### src/rtl/bk_pkg.sv
// bk_pkg: shared constants and types for the Brent-Kung prefix datapaths.
package bk_pkg;

    localparam int DEFAULT_WIDTH = 16;
    localparam int BK_SUB_LAT    = 3;

    // Generate/propagate pair carried through the prefix stage registers.
    typedef struct packed {
        logic g;
        logic p;
    } gp_t;

    // Ceiling log2, used for the number of prefix levels.
    function automatic int clog2(input int value);
        int result;
        int span;
        result = 0;
        span   = 1;
        while (span < value) begin
            span   = span * 2;
            result = result + 1;
        end
        return result;
    endfunction

endpackage

### src/rtl/bk_black_cell.sv
// bk_black_cell: prefix combine of an upper span (g1,p1) with a lower span (g0,p0).
module bk_black_cell (
    input  logic g1,
    input  logic p1,
    input  logic g0,
    input  logic p0,
    output logic gg,
    output logic pp
);

    assign gg = g1 | (p1 & g0);
    assign pp = p1 & p0;

endmodule

### src/rtl/bk_sub_pipe.sv
// bk_sub_pipe: three-stage pipelined subtractor, d = a - b - bin, built on a
// Brent-Kung borrow prefix. S1 forms g/p, S2 holds the up-sweep, S3 holds the
// down-sweep result, borrow out and signed overflow.
module bk_sub_pipe
    import bk_pkg::*;
#(
    parameter int WIDTH = DEFAULT_WIDTH
) (
    input  logic             clk,
    input  logic             rst,
    input  logic             in_valid,
    output logic             in_ready,
    input  logic [WIDTH-1:0] a,
    input  logic [WIDTH-1:0] b,
    input  logic             bin,
    output logic             out_valid,
    input  logic             out_ready,
    output logic [WIDTH-1:0] diff,
    output logic             bout,
    output logic             ovf
);

    localparam int LEVELS = clog2(WIDTH);

    logic stall;
    logic v1, v2, v3;

    // S1: per-bit generate/propagate of a + ~b, carry-in and operand sign bits.
    gp_t [WIDTH-1:0] s1_gp;
    logic            s1_c0;
    logic            s1_amsb;
    logic            s1_bmsb;

    // Up-sweep levels; level 0 has the carry-in folded into bit 0.
    gp_t [WIDTH-1:0] up [0:LEVELS];

    // S2: up-sweep result plus the original bit propagates for the sum XOR.
    gp_t [WIDTH-1:0]  s2_gp;
    logic [WIDTH-1:0] s2_p;
    logic             s2_c0;
    logic             s2_amsb;
    logic             s2_bmsb;

    // Down-sweep levels (generate only); the last level holds every carry.
    logic [WIDTH-1:0] dn [0:LEVELS-1];
    logic [WIDTH:0]   carry;
    logic [WIDTH-1:0] diff_c;
    logic             bout_c;
    logic             ovf_c;

    // A result held at the output freezes every stage, empty ones included.
    assign stall     = v3 & ~out_ready;
    assign in_ready  = ~stall;
    assign out_valid = v3;

    // ---------------- up-sweep (combinational from S1) ----------------
    for (genvar i = 0; i < WIDTH; i++) begin : g_lvl0
        if (i == 0) begin : g_fold
            assign up[0][i] = {s1_gp[i].g | (s1_gp[i].p & s1_c0), s1_gp[i].p};
        end else begin : g_copy
            assign up[0][i] = s1_gp[i];
        end
    end

    for (genvar l = 0; l < LEVELS; l++) begin : g_up
        localparam int SPAN = 1 << l;
        for (genvar i = 0; i < WIDTH; i++) begin : g_bit
            if (((i + 1) % (2 * SPAN)) == 0) begin : g_black
                logic gg;
                logic pp;
                bk_black_cell u_cell (
                    .g1 (up[l][i].g),
                    .p1 (up[l][i].p),
                    .g0 (up[l][i-SPAN].g),
                    .p0 (up[l][i-SPAN].p),
                    .gg (gg),
                    .pp (pp)
                );
                assign up[l+1][i] = {gg, pp};
            end else begin : g_pass
                assign up[l+1][i] = up[l][i];
            end
        end
    end

    // ---------------- down-sweep (combinational from S2) --------------
    for (genvar i = 0; i < WIDTH; i++) begin : g_dn0
        assign dn[0][i] = s2_gp[i].g;
    end

    for (genvar k = 0; k < LEVELS - 1; k++) begin : g_dn
        localparam int SPAN = 1 << (LEVELS - 2 - k);
        for (genvar i = 0; i < WIDTH; i++) begin : g_bit
            if ((((i + 1) % (2 * SPAN)) == SPAN) && (i >= 3 * SPAN - 1)) begin : g_grey
                logic pp_unused;
                bk_black_cell u_cell (
                    .g1 (dn[k][i]),
                    .p1 (s2_gp[i].p),
                    .g0 (dn[k][i-SPAN]),
                    .p0 (1'b0),
                    .gg (dn[k+1][i]),
                    .pp (pp_unused)
                );
            end else begin : g_pass
                assign dn[k+1][i] = dn[k][i];
            end
        end
    end

    // Span propagates at the top of the tree are only needed on grey-cell rows.
    logic unused_span_p;
    assign unused_span_p = ^s2_gp;

    assign carry  = {dn[LEVELS-1], s2_c0};
    assign diff_c = s2_p ^ carry[WIDTH-1:0];
    assign bout_c = ~carry[WIDTH];
    assign ovf_c  = (s2_amsb != s2_bmsb) & (diff_c[WIDTH-1] != s2_amsb);

    // S1/S2 datapath registers advance together whenever the pipe is not stalled.
    // NOTE: these flops have no reset; they only matter when the matching valid
    // bit is set, and that bit is reset, so stale contents are never observed.
    always_ff @(posedge clk) begin
        if (!stall) begin
            for (int i = 0; i < WIDTH; i++) begin
                s1_gp[i].g <= a[i] & ~b[i];
                s1_gp[i].p <= ~(a[i] ^ b[i]);
                s2_p[i]    <= s1_gp[i].p;
            end
            s1_c0   <= ~bin;
            s1_amsb <= a[WIDTH-1];
            s1_bmsb <= b[WIDTH-1];
            s2_gp   <= up[LEVELS];
            s2_c0   <= s1_c0;
            s2_amsb <= s1_amsb;
            s2_bmsb <= s1_bmsb;
        end
    end

    // Valid chain and S3 output registers; reset clears every in-flight beat.
    // NOTE: non-blocking assignments make each stage take the previous stage's
    // pre-edge value; blocking ones would let a beat skip stages in one edge.
    always_ff @(posedge clk or posedge rst) begin
        if (rst) begin
            v1   <= 1'b0;
            v2   <= 1'b0;
            v3   <= 1'b0;
            diff <= '0;
            bout <= 1'b0;
            ovf  <= 1'b0;
        end else if (!stall) begin
            v1   <= in_valid;
            v2   <= v1;
            v3   <= v2;
            diff <= diff_c;
            bout <= bout_c;
            ovf  <= ovf_c;
        end
    end

endmodule

### config.mk
export PLATFORM = sky130hd
export DESIGN_NAME = bk_sub_pipe
export DESIGN_NICKNAME = d
export VERILOG_FILES = /design/src/rtl/bk_pkg.sv /design/src/rtl/bk_black_cell.sv /design/src/rtl/bk_sub_pipe.sv
export SDC_FILE = /design/constraint.sdc
export NUM_CORES = 1
export LEC_CHECK = 0
export CORE_ASPECT_RATIO = 0.9
export CORE_MARGIN = 2
export CORE_UTILIZATION = 34
export DETAILED_ROUTE_END_ITERATION = 7
export GPL_TIMING_DRIVEN = 0
export SKIP_CTS_REPAIR_TIMING = 1
export SKIP_LAST_GASP = 1
export SYNTH_ARGS = -nofsm -noshare
export SYNTH_HDL_FRONTEND = slang
export SYNTH_SLANG_ARGS = --single-unit
### constraint.sdc
create_clock -name clk -period 2.4 [get_ports clk]
set_input_delay 0.48 -clock clk [delete_from_list [all_inputs] [get_ports clk]]
set_output_delay 0.48 -clock clk [all_outputs]
set_load 0.005 [all_outputs]
# Yosys cells after proc, flatten, opt, wreduce, memory -nomap -nowiden
# Cells that the tools add are included.
[word_totals]
ff_bits = 102
inputBits = 37
[classes]
eq_ne = 2
n_bitwise = 136
[op_table]
columns = ["cell", "count"]
rows = [
  ["$and 1x1->1", 56],
  ["$not 1->1", 36],
  ["$or 1x1->1", 27],
  ["$xor 1x1->1", 16],
  ["$xor 16x16->16", 1],
  ["$ne 1x1->1", 2],
]

# Depth between registers and ports, before layout
# Gate-level depths: netlist of run 1.
[depth]
depth_word = 10
depth_mapped = 7
ltp_nobuf = 7

# By module
# From an unflattened synthesis of run 1, not the netlist that was laid out.
[unflattened]
cells_unflattened = 245
area_unflattened_um2 = 3786.1
[modules_own_cells]
columns = ["module", "n_inst", "cells_each", "area_each_um2", "seq_area_each_um2"]
rows = [
  ["bk_sub_pipe", 1, 193, 3395.8, 2747.6],
  ["bk_black_cell", 26, 2, 15.0, 0.0],
]

# Worst setup path before layout of run 1
# Ideal clock, no wire load.
[synth_path]
path_kind = "input to output"
from = "in out_ready"
to = "out in_ready"
t_arrival_ns = 1.814
t_required_ns = 1.920
setup_slack_ns = 0.106
cell_stages = 4
n_path_buf = 2
path_cell_list = "nor2b_1 buf_2 inv_1 buf_2"
[synth_via]
elab_chain_len = 3
[synth_lines]
columns = ["element", "line_no", "text"]
rows = [
  ["start, declared", "bk_sub_pipe.sv:17", "input logic out_ready,"],
  ["$not 1->1", "bk_sub_pipe.sv:52", "assign stall = v3 & ~out_ready;"],
  ["$and 1x1->1", "bk_sub_pipe.sv:52", ""],
  ["$not 1->1", "bk_sub_pipe.sv:53", "assign in_ready = ~stall;"],
  ["end, declared", "bk_sub_pipe.sv:12", "output logic in_ready,"],
]
# Every way passes these cells.

# Worst setup path after layout of run 1
# Same ends and word-level chain as after synthesis.

==> qor.yml, run 1 <==
status:
  status: "complete, but fails checks"
  violations: "design-rule violations"
timing:
  worst_pin_slew_ns: 0.851
  hold_viol_final: 0
  maxSlewHeadroom: 0.432
  rsz0062_at_grt: "false"
  fin_crit_ns: 2.23
  skew_ns: 0.00513
  setup_violations: 0
  report.final.slew_viol_count: 0
  max_freq_mhz: 449
  finalCritPeriodShare: 0.927
  timing.final.ws_setup_ns: 0.175
routing:
  drc_errors: 5
  dr.pass1.iters: 6
  vias_per_cell: 4.47
  wl_um: 6220
  antenna_left: 0
  dr_total_vias: 2028
  drt_iter0_markers: 69
  routedWlPerCell_um: 13.7
synth:
  synth_compound_area_frac: 0.0466
  yosys.area_share.simple: 0.0758
  synth_top_family_by_area: "adder cells"
  ys_async_sr_fraction: 0.221
  synth_xor_xnor_area_share: 0.0216
  synth.cell_area_sq_um: 3650
  synth.top_cell.area_share: 0.609
  synth_most_common_cell: "edfxtp_1"
  yosysSeqAreaShare: 0.753
  yosys.cell_types.count: 27
  synth_adder_area_share: 0.0788
  yosys-mux-area-fraction: 0
  yosysWarnings: 0
  synth_largest_area_cell: "edfxtp_1"
  synth_flop_cell: "edfxtp_1"
  synth_cells: 239
  syn-num-nets: 299
  synthTopCellsByArea: "edfxtp_1 (61%), dfrtp_1 (14%), ha_1 (7.9%)"
  synthTopCellsByCount: "edfxtp_1 (74), nand2_1 (40), ha_1 (23)"
  synth_edf_count: 74
  ys_ff_latch: 95
  postSynthAreaPerCell_sq_um: 15.3
grt:
  grt_max_degree: 48
  grt_first_pass_wirelength_um: 9290
  antenna_found_initial: 0
  grt_pass1_vias: 1986
  overflow: 0
  track_usage: 0.106
power_and_ir_drop:
  ir_drop_uv: 393
  p_per_area_nw_per_um2: 1060
  p_leak_nw: 2.08
  p_total_mw: 5.19
worst_setup_path:
  startpoint_type: "primary input"
  r2r_setup_slack_ns: 0.52
  required_ns: 1.92
  critPathKind: "primary input to output pin"
  critical_path.max_fanout: 12
  endpoint_kind: "output pin"
  worstPathArrival_ns: 1.75
placement:
  place_ws_ns: -0.813
  hpwl_um: 4010
  portBuffers: 56
  gp_congestion: 0.728
  dpl_cell_area_sq_um: 4390
clocking:
  cts_sinks: 95
  clk_pin_slew_ns: 0.06
  h-tree-depth: 3
  ctsLongestPathBuffers: 2
  cts-root-buf: "clkbuf_16"
  clk_latency_ns: 0.33
  cts_tree: "done"
  cts_buffers: 9
floorplanning:
  die_h_um: 102
  rows: 35
  dieWidth_um: 113
  core_region_area_sq_um: 10300
  start_util: 0.353
  dieArea_sq_um: 11600
  pin_count: 57
layout:
  area_growth_pct: 33.9
  antennaDiodeCount: 0
  post-route-util: 0.473
  final_area_sq_um: 4890
  fin_nets: 380
  drive_above_1_share: 0.102
run:
  maxCapViolCount: 0
min_path:
  hp-class: "register to register"
placed cells by master, fill, tap and decap left out, types with 2 or more instances in the layout:
master | Yosys | layout
a21o_1 | 10 | 10
a21oi_1 | 4 | 4
and2_1 | 2 | 2
and3_1 | 2 | 2
buf_4 | 0 | 9
clkbuf_1 | 2 | 2
clkbuf_16 | 0 | 13
clkdlybuf4s50_1 | 0 | 55
clkinv_1 | 0 | 3
clkinv_4 | 0 | 2
dfrtp_1 | 21 | 21
edfxtp_1 | 74 | 74
ha_1 | 23 | 23
inv_1 | 19 | 18
nand2_1 | 40 | 40
nand3_1 | 3 | 3
nor2_1 | 9 | 9
o21ai_0 | 8 | 8
xnor2_1 | 3 | 3
xor2_1 | 6 | 6
state kept, by name, summed over array words and instances (netlist names):
register,cells
v1,1
dn,11
s2_c0,1
ovf,1
diff,16
carry,5
s2_bmsb,1
s2_p,16
out_valid,1
s2_amsb,1
bout,1
v2,1
s1_bmsb,1
s1_gp,32
s1_amsb,1
s1_c0,1
s2_gp,4
critical path, stage by stage:
cell,delay [ns]
clkdlybuf4s50_1,0.42
nor2b_2,0.12
buf_6,0.12
clkinvlp_4,0.14
buf_12,0.16
buf_16,0.14
dlymetal6s2s_1,0.15
through the flow:
| stage | TNS (ns) | hold WS, ns | instances |
|---|---|---|---|
| detailed placement | -5.38 | 0.413 | 425 |
| global route | 0 | 0.446 | 454 |
| finish | 0 | 0.428 | 454 |
| CTS | -0.821 | 0.432 | 441 |
| floorplan | 0 | 0.394 | 239 |
| global placement | -62.50 | 0.396 | 424 |
final timing paths:
path	end	depth (start not counted)	start
min in group asynchronous	diff[12]	2	rst
worst min-delay path	s2_bmsb	0	s1_bmsb
max in group asynchronous	diff[8]	2	rst
worst max-delay path	in_ready	7	out_ready
worst max register to register	ovf	7	carry[8]
worst min register to register	s2_bmsb	0	s1_bmsb
routing by layer:
| metal | GRT usage | wire [um] | vias up |
|---|---|---|---|
| met5 | 0 | 0 | - |
| met4 | 0.0507 | 111 | 0 |
| met3 | 0.0297 | 245 | 9 |
| met2 | 0.181 | 3170 | 36 |
| met1 | 0.126 | 2700 | 976 |
| li1 | - | - | 1007 |
layout make-up:
type,instances,area [sq um]
buffer,4,38.8
timing repair buffer,70,758
tap,129,161
multi-input combinational,121,816
sequential,95,2750
inverter,19,75.1
fill,926,5450
clock buffer,9,225
clock inverter,7,63.8
power by group:
part           leakage [nW]  internal, mW  switching, mW  total [mW]
clock network         0.142         0.798          0.565        1.36
logic                 0.920         0.708          0.541        1.25
registers              1.02          2.36          0.221        2.58
cells by family after synthesis:
group,Yosys count
AO/OA/AOI/OAI,26
adder cells (fa/ha/maj),23
AND/OR/NAND/NOR,63
flip-flops,95
XOR/XNOR,9
buffers and inverters,23
Note: power is estimated with default switching activity, not from simulation.
==> run 2, diff against run 1 <==
- HOLD_SLACK_MARGIN: default -> 0.08
==> results of run 2 <==
The final DEF is identical to that of run 1; final timing and power are the same.
==> run 3, diff against run 2 <==
- HOLD_SLACK_MARGIN: 0.08 -> default
==> results of run 3 <==
The final DEF is identical to that of run 1; final timing and power are the same.
